===== src/rtl/aoi_sweep_ctrl_if.sv =====
// Handshake bundle between the sweep controller and the four_aoi under test.
// The master side drives start/abort and returns outG; the slave side is the controller.
interface aoi_sweep_ctrl_if;
  logic       start;
  logic       abort;
  logic       outA, outB, outC, outD;
  logic       inG;
  logic       busy;
  logic       done;
  logic       pass;
  logic [4:0] err_cnt;
  logic [3:0] first_fail;
  logic       fail_valid;

  modport master (
    output start, abort, inG,
    input  outA, outB, outC, outD, busy, done, pass, err_cnt, first_fail, fail_valid
  );

  modport slave (
    input  start, abort, inG,
    output outA, outB, outC, outD, busy, done, pass, err_cnt, first_fail, fail_valid
  );
endinterface


===== src/rtl/aoi_sweep_ctrl.sv =====
// Exhaustive 16-vector sweep of a four_aoi cell: apply, settle SETTLE cycles,
// compare outG against ~((A&B)|(C&D)), tally mismatches and latch the first one.
module aoi_sweep_ctrl #(
  parameter int SETTLE = 2
) (
  input  logic             clk,
  input  logic             rst_n,
  aoi_sweep_ctrl_if.slave  bus
);

  typedef enum logic [2:0] {
    ST_IDLE  = 3'd0,
    ST_APPLY = 3'd1,
    ST_WAIT  = 3'd2,
    ST_CHECK = 3'd3,
    ST_DONE  = 3'd4
  } state_t;

  state_t     state_q, state_d;
  logic [3:0] vec_q, vec_d;
  logic [3:0] cnt_q, cnt_d;
  logic [3:0] out_q, out_d;
  logic [4:0] err_cnt_q, err_cnt_d;
  logic [3:0] first_fail_q, first_fail_d;
  logic       fail_valid_q, fail_valid_d;
  logic       expected;
  logic       mismatch;

  assign expected = ~((vec_q[3] & vec_q[2]) | (vec_q[1] & vec_q[0]));
  assign mismatch = (bus.inG != expected);

  always_comb begin
    state_d      = state_q;
    vec_d        = vec_q;
    cnt_d        = cnt_q;
    out_d        = out_q;
    err_cnt_d    = err_cnt_q;
    first_fail_d = first_fail_q;
    fail_valid_d = fail_valid_q;

    if (bus.abort) begin
      // abort wins over start and wipes every partial result
      state_d      = ST_IDLE;
      vec_d        = '0;
      cnt_d        = '0;
      out_d        = '0;
      err_cnt_d    = '0;
      first_fail_d = '0;
      fail_valid_d = 1'b0;
    end else begin
      unique case (state_q)
        ST_IDLE, ST_DONE: begin
          if (bus.start) begin
            state_d      = ST_APPLY;
            vec_d        = '0;
            out_d        = '0;
            err_cnt_d    = '0;
            first_fail_d = '0;
            fail_valid_d = 1'b0;
          end
        end
        ST_APPLY: begin
          state_d = ST_WAIT;
          cnt_d   = 4'(SETTLE - 1);
        end
        ST_WAIT: begin
          if (cnt_q == 4'd0) state_d = ST_CHECK;
          else               cnt_d   = cnt_q - 4'd1;
        end
        ST_CHECK: begin
          if (mismatch) begin
            err_cnt_d = err_cnt_q + 5'd1;
            if (!fail_valid_q) begin
              first_fail_d = vec_q;
              fail_valid_d = 1'b1;
            end
          end
          if (vec_q == 4'hF) begin
            state_d = ST_DONE;
          end else begin
            state_d = ST_APPLY;
            vec_d   = vec_q + 4'd1;
            out_d   = vec_q + 4'd1;
          end
        end
        default: state_d = ST_IDLE;
      endcase
    end
  end

  always_ff @(posedge clk or negedge rst_n) begin
    if (!rst_n) begin
      state_q      <= ST_IDLE;
      vec_q        <= '0;
      cnt_q        <= '0;
      out_q        <= '0;
      err_cnt_q    <= '0;
      first_fail_q <= '0;
      fail_valid_q <= 1'b0;
    end else begin
      state_q      <= state_d;
      vec_q        <= vec_d;
      cnt_q        <= cnt_d;
      out_q        <= out_d;
      err_cnt_q    <= err_cnt_d;
      first_fail_q <= first_fail_d;
      fail_valid_q <= fail_valid_d;
    end
  end

  assign {bus.outA, bus.outB, bus.outC, bus.outD} = out_q;
  assign bus.busy       = (state_q == ST_APPLY) || (state_q == ST_WAIT) || (state_q == ST_CHECK);
  assign bus.done       = (state_q == ST_DONE);
  assign bus.pass       = (state_q == ST_DONE) && (err_cnt_q == 5'd0);
  assign bus.err_cnt    = err_cnt_q;
  assign bus.first_fail = first_fail_q;
  assign bus.fail_valid = fail_valid_q;

endmodule


===== src/flat_wrapper.sv =====
// flat-port wrapper written by rule: the top's interface ports become plain ports
module aoi_sweep_ctrl_flat 
#(
  parameter int SETTLE = 2
)
  (clk, rst_n, bus_start, bus_abort, bus_inG, bus_outA, bus_outB, bus_outC, bus_outD, bus_busy, bus_done, bus_pass, bus_err_cnt, bus_first_fail, bus_fail_valid);
  aoi_sweep_ctrl_if bus_i ();
  input  logic clk;
  input  logic rst_n;
  input wire logic [$bits(bus_i.start)-1:0] bus_start;
  input wire logic [$bits(bus_i.abort)-1:0] bus_abort;
  input wire logic [$bits(bus_i.inG)-1:0] bus_inG;
  output wire logic [$bits(bus_i.outA)-1:0] bus_outA;
  output wire logic [$bits(bus_i.outB)-1:0] bus_outB;
  output wire logic [$bits(bus_i.outC)-1:0] bus_outC;
  output wire logic [$bits(bus_i.outD)-1:0] bus_outD;
  output wire logic [$bits(bus_i.busy)-1:0] bus_busy;
  output wire logic [$bits(bus_i.done)-1:0] bus_done;
  output wire logic [$bits(bus_i.pass)-1:0] bus_pass;
  output wire logic [$bits(bus_i.err_cnt)-1:0] bus_err_cnt;
  output wire logic [$bits(bus_i.first_fail)-1:0] bus_first_fail;
  output wire logic [$bits(bus_i.fail_valid)-1:0] bus_fail_valid;
  assign bus_i.start = bus_start;
  assign bus_i.abort = bus_abort;
  assign bus_i.inG = bus_inG;
  assign bus_outA = bus_i.outA;
  assign bus_outB = bus_i.outB;
  assign bus_outC = bus_i.outC;
  assign bus_outD = bus_i.outD;
  assign bus_busy = bus_i.busy;
  assign bus_done = bus_i.done;
  assign bus_pass = bus_i.pass;
  assign bus_err_cnt = bus_i.err_cnt;
  assign bus_first_fail = bus_i.first_fail;
  assign bus_fail_valid = bus_i.fail_valid;
  aoi_sweep_ctrl #(.SETTLE(SETTLE)) u_core (.clk(clk), .rst_n(rst_n), .bus(bus_i));
endmodule

===== config.mk =====
export PLATFORM = sky130hd
export DESIGN_NAME = aoi_sweep_ctrl_flat
export DESIGN_NICKNAME = d
export VERILOG_FILES = /design/src/rtl/aoi_sweep_ctrl_if.sv /design/src/rtl/aoi_sweep_ctrl.sv /design/src/flat_wrapper.sv
export SDC_FILE = /design/constraint.sdc
export NUM_CORES = 1
export LEC_CHECK = 0
export CAP_MARGIN = 30
export CORE_ASPECT_RATIO = 2
export CORE_MARGIN = 1.5
export CORE_UTILIZATION = 45
export CTS_CLUSTER_SIZE = 20
export DETAILED_ROUTE_END_ITERATION = 8
export PLACE_DENSITY = 0.76
export SYNTH_ARGS = -nofsm -noshare
export SYNTH_HDL_FRONTEND = slang
export SYNTH_SLANG_ARGS = --single-unit

===== constraint.sdc =====
create_clock -name clk -period 2.05 [get_ports clk]
set_input_delay 0.5125 -clock clk [delete_from_list [all_inputs] [get_ports clk]]
set_output_delay 0.5125 -clock clk [all_outputs]
set_load 0.01 [all_outputs]

==> flow_summary.ini <==
[yosys]
synthTopCellsByArea = dfrtp_1, ha_1, a21oi_1
yosys.area.top_type = dfrtp_1
synthFlopType = dfrtp_1
synth_fp_nets = 139
synth_top_family_by_area = simple AND/OR/NAND/NOR gates
synth_adder_area_share_pct = 5.14
synth-compound-area-share_pct = 21.7
synth_top_area_share_pct = 43.2
yosys.area_share.xor_xnor_pct = 0.719
ys_types = 41
avgSynthCellArea_um2 = 9.44
yosysWarnings = 0
synth_edf_count = 0
synthArstFlopShare_pct = 100
mappedNetlistArea_um2 = 1220
yosysSeqAreaShare_pct = 43.2
synth_simple_gate_area_share_pct = 24.4
ys_seq_elements = 21
synthMuxAreaShare_pct = 0
syn_inst = 129

[routing]
top_layer_used = met4
routed-wl-met2_mm = 1.54
wl_per_cell_um = 14.5
vias_per_cell = 5.77
routed_wl_mm = 2.76
vias = 1096
route.detailed.drc = 0
drt_iter0_markers = 22
wl_met1_mm = 1.10
first_pass_iters = 6
dr_wl_met3_um = 72
ant_nets = 0

[power]
total_power_uw = 1160
vdd_drop_max_mv = 0.557
p_leak_uw = 0.000703
power.density_nw_per_um2 = 731

[clock_tree]
clkTransAtPathRegs_ns = 0.07
htreeDepth = 1
numCtsBuffers = 3
clockRootBuffer = clkbuf_8
cts_tree = built
holdBufCountCts = 0
cts_buffer_depth = 2
post_cts_buffers = 0
insertion_delay_ns = 0.26
numClockSinks = 21

[die]
io_pins = 22
die_w_um = 39.8
row_count = 26
start_util_pct = 47.4
core_um2 = 2570
dieHeight_um = 76.6
dieArea_um2 = 3050

[layout]
syn_to_final_growth_pct = 30.5
fin_cells = 190
fin_area_um2 = 1590
fillCellCount = 243
drive_gt1_share_pct = 15.4
multi_input_area_um2 = 637
seq_area_um2 = 526
diodes = 0
layout.cells.most_common = dfrtp_1
layout_common_cells = dfrtp_1, clkdlybuf4s50_1, buf_4, a21oi_1, nand2_1
fin_nets = 173

[worst_hold_path]
hold_path_class = flop to flop

[timing]
finalSetupTns_ns = 0
final-max-slew-violation-count = 0
period_needed_ns = 1.98
timing.hold.ws_ns = 0.514
hold_violations = 0
fmax_ghz = 0.505
worst_clock_skew_ns = 0.00308
setup_viol = 0
period_share_pct = 96.7
rsz0062_at_grt = no
worst_slew_pin_slew_ns = 0.460
maxSlewHeadroom_pct = 69.3

[grt]
track_usage_pct = 21.8
grt_first_pass_wirelength_mm = 4.86
grt_max_degree = 22
antenna_found_initial = 0
grt-ovfl-total = 0
grt_pass1_vias = 1084

[worst_setup_path]
arrival_ns = 1.47
critPathLaunchType = flop
worstSetupEndpointType = output pin
path_class = flop to output pin
worstPathRequired_ns = 1.54
critPathMaxFanout = 3

[placement]
gp_congestion = 0.759
numPortBuffers = 21
dp_cells = 186
dp_hpwl_mm = 2.12
dpl_cell_area_um2 = 1540

[outcome]
status = completed

[flow_run]
maxCapViolCount = 0
-- routing by layer --
layer | vias up | global-route usage, %
met2 | 24 | 36.9
met3 | 5 | 1.75
met1 | 530 | 27.3
met5 | - | 0
li1 | 537 | -
met4 | 0 | 6.90
-- flip-flops by register name, summed over array words and instances, names as in the netlist --
register and cells:
u_core.bus.err_cnt 5, u_core.bus.fail_valid 1, u_core.bus.first_fail 4, u_core.cnt_q 4, u_core.state_q 3, u_core.vec_q 4
-- cells in the mapped netlist, types with 2 or more instances --
cell,instances
nor2b_1,2
buf_2,3
ha_1,5
a32o_1,2
nand3_1,5
dfrtp_1,21
nor2_1,9
o31ai_1,2
a211oi_1,2
nor3b_1,5
inv_1,6
nand4_1,2
clkbuf_1,3
nand2b_1,5
nand2_1,10
nand3b_1,2
o21ai_0,6
a21oi_1,10
a22o_1,4
a21o_1,2
nor3_1,3
-- timing repair --
action	4_1_cts	5_1_grt
gates cloned	0	0
gates resized for setup	1	3
endpoints found under the setup margin	1	3
-- area by class of cell --
class	instances	share of cell area (%)
well taps	28	2.20
inverters	6	1.42
repair buffers	36	20.4
multi-input cells	95	40.1
flip-flops and latches	21	33.1
clock buffers	4	2.83
-- power by group --
| part | leakage (uW) | total [uW] | switching (uW) | internal (uW) |
|---|---|---|---|---|
| logic | 0.000390 | 413 | 225 | 187 |
| clock network | 0.0000228 | 269 | 130 | 138 |
| registers | 0.000290 | 480 | 30.5 | 449 |
| total | 0.000703 | 1160 | 386 | 775 |
-- logic make-up (layout without fill, tap and decap cells) --
logic type	after synthesis	count (layout)
AND/OR/NAND/NOR	52	52
XOR/XNOR	1	1
buffers and inverters	13	46
AO/OA/AOI/OAI	37	37
adder cells (fa/ha/maj)	5	5
flip-flops	21	21
-- worst max-delay path, stage by stage (launching register included) --
cell	delay, ns
dfrtp_1	0.39
nor2_2	0.14
nand2_2	0.09
inv_1	0.06
clkdlybuf4s50_1	0.52
-- per-stage QoR --
stage / util (%) / worst slack, ns
5_1_grt: 61.8 / 0.00219
3_3_place_gp: 59.8 / 0.0413
3_5_place_dp: 59.8 / -0.0179
6_report: 61.8 / 0.0682
4_1_cts: 61.5 / 0.00342
2_1_floorplan: - / 0.339
-- path summary, 6_finish.rpt --
path                            cells past startpoint  slack (ns)                startpoint                  endpoint
min in group asynchronous                           2        0.59                     rst_n           u_core.vec_q[0]
worst max-delay path                                4        0.07         u_core.state_q[1]                  bus_done
worst min register to register                      1        0.51  u_core.bus.first_fail[2]  u_core.bus.first_fail[2]
worst max register to register                      6        0.24           u_core.vec_q[1]     u_core.bus.err_cnt[3]
max in group asynchronous                           2        1.24                     rst_n     u_core.bus.err_cnt[0]
worst min-delay path                                1        0.51  u_core.bus.first_fail[2]  u_core.bus.first_fail[2]
Note: power is estimated with default switching activity, not from simulation.
